File: src/rtl/gpio_output_ctrl.sv
// gpio_output_ctrl
//   GPIO output stage between the GPIO register file and the pad ring.
//   Holds a WIDTH-bit output data register (write/set/clear/toggle), adds
//   per-pin open-drain mode and a per-pin timed one-shot inversion pulse,
//   and drives registered pad value and pad output-enable.
//
// Ports:
//   clk_i                 system clock
//   rst_ni                asynchronous active-low reset
//   wr_en_i               single-cycle strobe applying wr_op_i / wr_data_i
//   wr_op_i               00 write, 01 set, 10 clear, 11 toggle
//   wr_data_i             value (write) or pin mask (set/clear/toggle)
//   gpio_direction_i      1 = pin is output
//   gpio_od_i             1 = open-drain, 0 = push-pull
//   pulse_start_i         per-pin pulse request, level-sampled
//   pulse_len_i           pulse length in cycles, shared by all pins
//   gpio_output_o         registered pad output value
//   gpio_output_enable_o  registered pad output enable
//   pulse_busy_o          1 while the pin's pulse counter is non-zero
module gpio_output_ctrl #(
    parameter int unsigned          WIDTH   = 32,
    parameter int unsigned          CNT_W   = 16,
    parameter logic [WIDTH-1:0]     RST_VAL = '0
) (
    input  logic             clk_i,
    input  logic             rst_ni,
    input  logic             wr_en_i,
    input  logic [1:0]       wr_op_i,
    input  logic [WIDTH-1:0] wr_data_i,
    input  logic [WIDTH-1:0] gpio_direction_i,
    input  logic [WIDTH-1:0] gpio_od_i,
    input  logic [WIDTH-1:0] pulse_start_i,
    input  logic [CNT_W-1:0] pulse_len_i,
    output logic [WIDTH-1:0] gpio_output_o,
    output logic [WIDTH-1:0] gpio_output_enable_o,
    output logic [WIDTH-1:0] pulse_busy_o
);

    typedef enum logic [1:0] {
        OP_WRITE  = 2'b00,
        OP_SET    = 2'b01,
        OP_CLEAR  = 2'b10,
        OP_TOGGLE = 2'b11
    } wr_op_e;

    logic [WIDTH-1:0] out_q;
    logic [WIDTH-1:0] out_d;
    logic [CNT_W-1:0] cnt_q [WIDTH];
    logic [CNT_W-1:0] cnt_d [WIDTH];
    logic [WIDTH-1:0] busy_d;
    logic [WIDTH-1:0] eff_d;
    logic [WIDTH-1:0] pad_out_d;
    logic [WIDTH-1:0] pad_oe_d;

    // Output data register next state
    always_comb begin
        out_d = out_q;
        if (wr_en_i) begin
            unique case (wr_op_e'(wr_op_i))
                OP_WRITE:  out_d = wr_data_i;
                OP_SET:    out_d = out_q | wr_data_i;
                OP_CLEAR:  out_d = out_q & ~wr_data_i;
                OP_TOGGLE: out_d = out_q ^ wr_data_i;
                default:   out_d = out_q;
            endcase
        end
    end

    // Pulse counters: load only from idle, otherwise count down to zero.
    // A start request seen while the counter is still running (even at 1)
    // is dropped, so a held request does not retrigger on the final cycle.
    always_comb begin
        for (int unsigned n = 0; n < WIDTH; n++) begin
            cnt_d[n]     = cnt_q[n];
            if (cnt_q[n] == '0) begin
                if (pulse_start_i[n] && (pulse_len_i != '0)) begin
                    cnt_d[n] = pulse_len_i;
                end
            end else begin
                cnt_d[n] = cnt_q[n] - CNT_W'(1);
            end
            busy_d[n]       = (cnt_d[n] != '0);
            pulse_busy_o[n] = (cnt_q[n] != '0);
        end
    end

    // Pads are registered from next-state values so that a write or pulse
    // start shows up on the pads right after the edge that samples it.
    // Open-drain pins never drive high: they pull low by enabling the
    // driver with a 0 and release (OE=0) for a 1.
    always_comb begin
        eff_d     = out_d ^ busy_d;
        pad_out_d = ~gpio_od_i & eff_d;
        pad_oe_d  = gpio_direction_i & (~gpio_od_i | ~eff_d);
    end

    always_ff @(posedge clk_i or negedge rst_ni) begin
        if (!rst_ni) begin
            out_q                <= RST_VAL;
            gpio_output_o        <= '0;
            gpio_output_enable_o <= '0;
            for (int unsigned n = 0; n < WIDTH; n++) begin
                cnt_q[n] <= '0;
            end
        end else begin
            out_q                <= out_d;
            gpio_output_o        <= pad_out_d;
            gpio_output_enable_o <= pad_oe_d;
            for (int unsigned n = 0; n < WIDTH; n++) begin
                cnt_q[n] <= cnt_d[n];
            end
        end
    end

endmodule

File: config.mk
export PLATFORM = sky130hd
export DESIGN_NAME = gpio_output_ctrl
export DESIGN_NICKNAME = d
export VERILOG_FILES = /design/src/rtl/gpio_output_ctrl.sv
export SDC_FILE = /design/constraint.sdc
export NUM_CORES = 2
export LEC_CHECK = 0
export ABC_CLOCK_PERIOD_IN_PS = 4600
export BUFFER_PORTS_ARGS = -buffer_cell sky130_fd_sc_hd__buf_2
export CORE_MARGIN = 4
export CORE_UTILIZATION = 60
export CTS_CLUSTER_SIZE = 25
export DETAILED_ROUTE_END_ITERATION = 10
export PLACE_DENSITY_LB_ADDON = 0.3
export SLEW_MARGIN = 30
export SYNTH_ARGS = -nofsm -noshare
export SYNTH_HDL_FRONTEND = slang
export SYNTH_SLANG_ARGS = --single-unit
File: constraint.sdc
create_clock -name clk_i -period 4.6 [get_ports clk_i]
set_clock_uncertainty 0.05 [all_clocks]
set_input_delay 0.69 -clock clk_i [delete_from_list [all_inputs] [get_ports clk_i]]
set_output_delay 0.69 -clock clk_i [all_outputs]
set_load 0.005 [all_outputs]
# --- After elaboration in Yosys (flattened, before gate mapping) ---
# Index checks and enable logic that the tools add are counted.
totals:
  elab_cells: 276
  regBits: 608
  out_inout_bits: 96
classes:
  reduce_logical: 130
  mux: 66
  n_eq_ne: 3
  n_addsub: 32
  bitwise: 10
op_table:
  columns: ["op", "count"]
  rows:
  - ["nonzero test 16 bit", 65]
  - ["2-to-1 mux 16 bit", 64]
  - ["logical NOT 16 bit", 32]
  - ["subtractor 16 x 1 -> 16 bit (second input constant)", 32]
  - ["one-hot mux 32 bit (4 select lines)", 1]
  - ["AND 32 bit", 3]
  - ["inverter 32 bit", 3]
  - ["OR 32 bit", 2]
  - ["bitwise XOR 32 bit", 2]
  - ["logical AND 1 bit", 32]
  - ["2-to-1 mux 32 bit", 1]
  - ["== test 2 bit (second input constant)", 2]
  - ["== test 2 x 1 -> 1 bit (second input constant)", 1]
  - ["logical NOT 2 bit", 1]

# --- Longest topological paths before layout ---
logic_depth:
  depth_word: 9
  depth_mapped: 14
  mapped_depth_nobuf: 11

# --- Worst setup path before layout ---
# OpenSTA, ideal clock, no wires.
synth_path:
  path_kind: "flip-flop to flip-flop"
  startpoint: "register cnt_q[176] (netlist bit)"
  endpoint: "register gpio_output_enable_o[20]"
  required_ns: 4.430
  path_slack_ns: 0.801
  path_stages_with_launch: 14
  period_less_slack_ns: 3.799
  setup_time_ns: 0.120
  arrival_time_ns: 3.629
  cell_sequence: "dfrtp_1 -> inv_1 -> ha_1 -> or4b_2 -> clkbuf_1 -> or2_2 -> clkbuf_1 -> or2_2 -> clkbuf_1 -> mux2_2 -> or4b_2 -> nor4_1 -> nand4_1 -> and3b_1"
synth_between:
  elab_chain_cells: 7
  word_cells_on_any_way: 9
synth_rtl:
  columns: ["element", "line", "source"]
  rows:
  - ["from (decl)", "48", "logic [CNT_W-1:0] cnt_q [WIDTH];"]
  - ["from (signal, indexed assignment)", "110", "cnt_q[n] <= cnt_d[n];"]
  - ["subtractor 16 x 1 -> 16 bit (tied with other cells)", "80", "cnt_d[n] = cnt_q[n] - CNT_W'(1);"]
  - ["2-to-1 mux 16 bit (*)", "75", "if (cnt_q[n] == '0) begin"]
  - ["nonzero test 16 bit (*)", "82", "busy_d[n] = (cnt_d[n] != '0);"]
  - ["bitwise XOR 32 bit (*)", "92", "eff_d = out_d ^ busy_d;"]
  - ["inverter 32 bit (*)", "94", "pad_oe_d = gpio_direction_i & (~gpio_od_i | ~eff_d);"]
  - ["OR 32 bit (*)", "94", null]
  - ["AND 32 bit (*)", "94", null]
  - ["net pad_oe_d[20]", "53", "logic [WIDTH-1:0] pad_oe_d;"]
  - ["to (signal assigned)", "108", "gpio_output_enable_o <= pad_oe_d;"]
  - ["to (decl)", "35", "output logic [WIDTH-1:0] gpio_output_enable_o,"]
# Mark *: on every way through the listed nets, which the timed path passes. The rest lies on a longest branch.

# --- Worst setup path in the final report ---
# Ends and elaborated chain as after synthesis.

==> summary.md <==
| Metric | Value |
|---|---|
| Period utilization | `87.72%` |
| Max Used Layer | `met5` |
| WP data required | `between 5 and 6 ns` |
| Average size of a mapped cell | `approximately 8.8 µm²` |
| RSZ-0062 raised after global routing | `no` |
| Place WS | `0.4945 ns` |
| P_sw | `6.202 mW` |
| Clk slew on worst S/H paths | `approximately 0.060 ns` |
| CP Max Fanout | `15` |
| Number of routed nets with antenna violations | `0` |
| Max Freq | `247.8 MHz` |
| Combinational share of power | `25.1%` |
| CP Data Arrival Time | `4.49 ns` |
| Clock power share | `30.5%` |
| Syn nets | `4,885` |
| Wire length on met2 | `55,940 µm` |
| Met3 WL | `between 10,000 and 15,000 µm` |
| Most common cell after layout, fill and taps aside | `dfrtp_1` |
| Crit Path Category | `register to register` |
| CTS tree | `yes` |
| Worst hold path class | `input pin to async pin` |
| Cell Area, Synth | `between 40,000 and 50,000 µm²` |
| Post-Syn Instances | `4,608` |
| Most frequent cells in the layout | `dfrtp_1, nand2_1, nor2_1` |
| Share of layout cells above drive strength 1 | `between 10% and 20%` |
| CORE AREA | `66,220 µm²` |
| Drt wl/cell | `21.74 µm` |
| Leakage | `18.28 nW` |
| CP endpoint kind | `register` |
| Avg Vias per Cell | `approximately 6.6` |
| First-pass GRT wire length | `195,500 µm` |
| H-tree depth | `3` |
| Seq pwr share | `44.4%` |
| Largest net degree at the start of global routing | `101` |
| Final wirelength | `around 120,000 µm` |
| Routability cong. | `0.9481` |
| Clock buffer depth | `3` |
| Net count, final | `a little over 5,000` |
| Clock latency at the later pin of the worst-skew pair | `roughly 0.62 ns` |
| Final min period | `4.035 ns` |
| Remaining global-route overflow | `0` |
| FP Rows | `94` |
| Overall die area | `between 70,000 and 80,000 µm²` |
| # resized after CTS | `0` |
| Main synth FF type | `dfrtp_1` |
| Die Span X | `267.3 µm` |
| Clock buffer count from CTS | `69` |
| Pint | `11.51 mW` |
| Buffers on Ports | `between 200 and 250` |
| Initial antenna violation count | `12` |
| Register area share after synthesis | `37.71%` |
| DRC errors left | `0` |
| Io pins | `245` |
| Number of synthesis warnings | `0` |
| Crit path launch type | `register` |
| Initial Util | `60.93%` |
| CTS Sinks | `608` |
| Layout area overhead | `11.03%` |
| DP HPWL | `80,320 µm` |
| Actual slew at the worst max-slew pin | `0.9752 ns` |
| Root Buffer | `clkbuf_16` |
| Seq cells post-synth | `608` |
| Post-synth ARST share | `between 90% and 100%` |
| Met1 Wirelength | `48,820 µm` |
| Cell variety after synth | `93` |
| Hold Fails Final Rpt | `0` |
| Die Y | `267.3 µm` |
| Total number of vias | `roughly 38,000` |
| Max_cap viols | `0` |
| GRT Total Usage | `33.92%` |
| Vias in the first global route | `35,937` |
| Power Dens Cells | `395.5 nW/µm²` |
| Setup WS post-layout | `about 0.57 ns` |
| 1st-iter DRT viols | `3,826` |
| Final setup viols | `0` |
| Status | `finished clean` |
| Worst slew margin | `34.39%` |
| DR pass1 iterations | `9` |
| Fin. max-slew vios | `0` |
| Filler cells | `5,268` |
| Sw frac | `35.01%` |
| Post-CTS Setup Bufs | `0` |
| Peak supply drop | `about 0.00027 V` |
| Setup TNS | `0 ns` |
| Post-synth EDFFs | `0` |
| # hold bufs at CTS | `0` |
[per-stage QoR]
stage          hold WS, ns  instances  util, %  power (mW)  area (µm²)
2_1_floorplan       0.3444       4608        -       10.79       40350
3_3_place_gp        0.4695       5553    64.29       12.06       42570
3_5_place_dp        0.4617       5553    64.29       12.23       42570
4_1_cts            0.05602       5670    67.57       17.67       44740
5_1_grt            0.08482       5676    67.64       18.67       44790
6_report           0.03984       5679    67.65       17.72       44800
[critical path, stage by stage, from the launching register on]
cell and delay (ns):
dfrtp_1 0.41, inv_1 0.11, ha_1 0.20, or4b_2 0.67
or2_2 0.40, or2_2 0.45, mux2_2 0.29, or4b_2 0.58
nor4_1 0.42, nand4_1 0.16, and3b_1 0.19
[synth_stat cells, types with 13 or more instances]
cell        n  area share [%]
a211oi_1   74             1.4
a21boi_0   19            0.35
a21o_1     30            0.56
a21oi_1   291             3.6
a221oi_1   57             1.2
a22oi_1    15            0.28
a31oi_1    32            0.50
and2_1     48            0.74
and3_1     30            0.47
and4_1     29            0.63
and4b_1    13            0.32
buf_1      16            0.15
buf_2      15            0.19
clkbuf_1  235             2.2
dfrtp_1   608              38
ha_1      128             4.0
inv_1     287             2.7
mux2_2     26            0.73
mux2i_1   122             3.0
mux4_2     32             1.8
nand2_1   355             3.3
nand2b_1   34            0.53
nand3_1   194             2.4
nand4_1    69             1.1
nor2_1    307             2.9
nor2b_1    17            0.26
nor3_1    203             2.5
nor3b_1    27            0.50
nor4_1    168             2.6
nor4b_1    25            0.54
o211ai_1   40            0.74
o21a_1     21            0.39
o21ai_0   199             2.5
o21ai_1    25            0.31
o221a_2    23            0.64
o22ai_1    16            0.25
o31a_1     19            0.41
o31ai_1    29            0.54
o41ai_1    13            0.28
or2_2      30            0.47
or3_1      78             1.2
or4_1     100             1.9
or4b_2     13            0.32
xnor2_1   178             3.9
xor2_1    113             2.5
[registers in the layout, indices dropped and copies added (netlist names)]
register / count
cnt_q: 512
gpio_output_enable_o: 32
gpio_output_o: 32
out_q: 32
[kinds of logic after synthesis]
kind of cell | after synthesis | synth area share, %
AOI/OAI and AO/OA | 1029 | 16.82
xor gates and xnor gates | 291 | 6.317
adders and majority gates | 128 | 3.969
buffers and inverters | 563 | 5.294
DFF | 608 | 37.71
muxes | 180 | 5.539
and+or+nand+nor | 1809 | 24.35
[power by group through the flow]
| stage | Sequential, mW | Clock, mW | Combinational [mW] |
|---|---|---|---|
| after floorplan | 7.53 | 0 | 3.26 |
| after CTS | 7.81 | 5.47 | 4.39 |
| after global routing | 8.03 | 5.69 | 4.94 |
| after detailed placement | 7.87 | 0 | 4.36 |
| after global placement | 7.83 | 0 | 4.23 |
| final | 7.86 | 5.41 | 4.45 |
[metal layers]
layer  global-route usage [%]  vias up
li1                         -    17282
met1                    45.32    18064
met2                    52.84     1854
met3                    6.945      437
met4                    17.06        8
met5                        0        -
[layout make-up]
type                       count  area [µm²]  area share, %
multi-input combinational   3437       23030          51.42
sequential                   608       15210          33.96
timing repair buffer         349        2165          4.832
clock buffer                  98        1987          4.435
inverter                     296        1111          2.480
tap                          864        1081          2.413
clock inverter                19       185.2         0.4134
antenna                        8       20.02        0.04469
[final timing paths]
| kind | startpoint | end | slack [ns] | cells past startpoint |
|---|---|---|---|---|
| max | cnt_q[176] | gpio_output_enable_o[20] | 0.57 | 10 |
| max in group asynchronous | rst_ni | cnt_q[364] | 3.39 | 2 |
| min reg2reg | cnt_q[223] | cnt_q[223] | 0.48 | 1 |
| max reg2reg | cnt_q[176] | gpio_output_enable_o[20] | 0.57 | 10 |
| min in group clk_i | gpio_od_i[18] | gpio_output_o[18] | 0.19 | 2 |
| min | rst_ni | cnt_q[10] | 0.04 | 1 |
No activity file was read; power rests on OpenSTA's default activity.
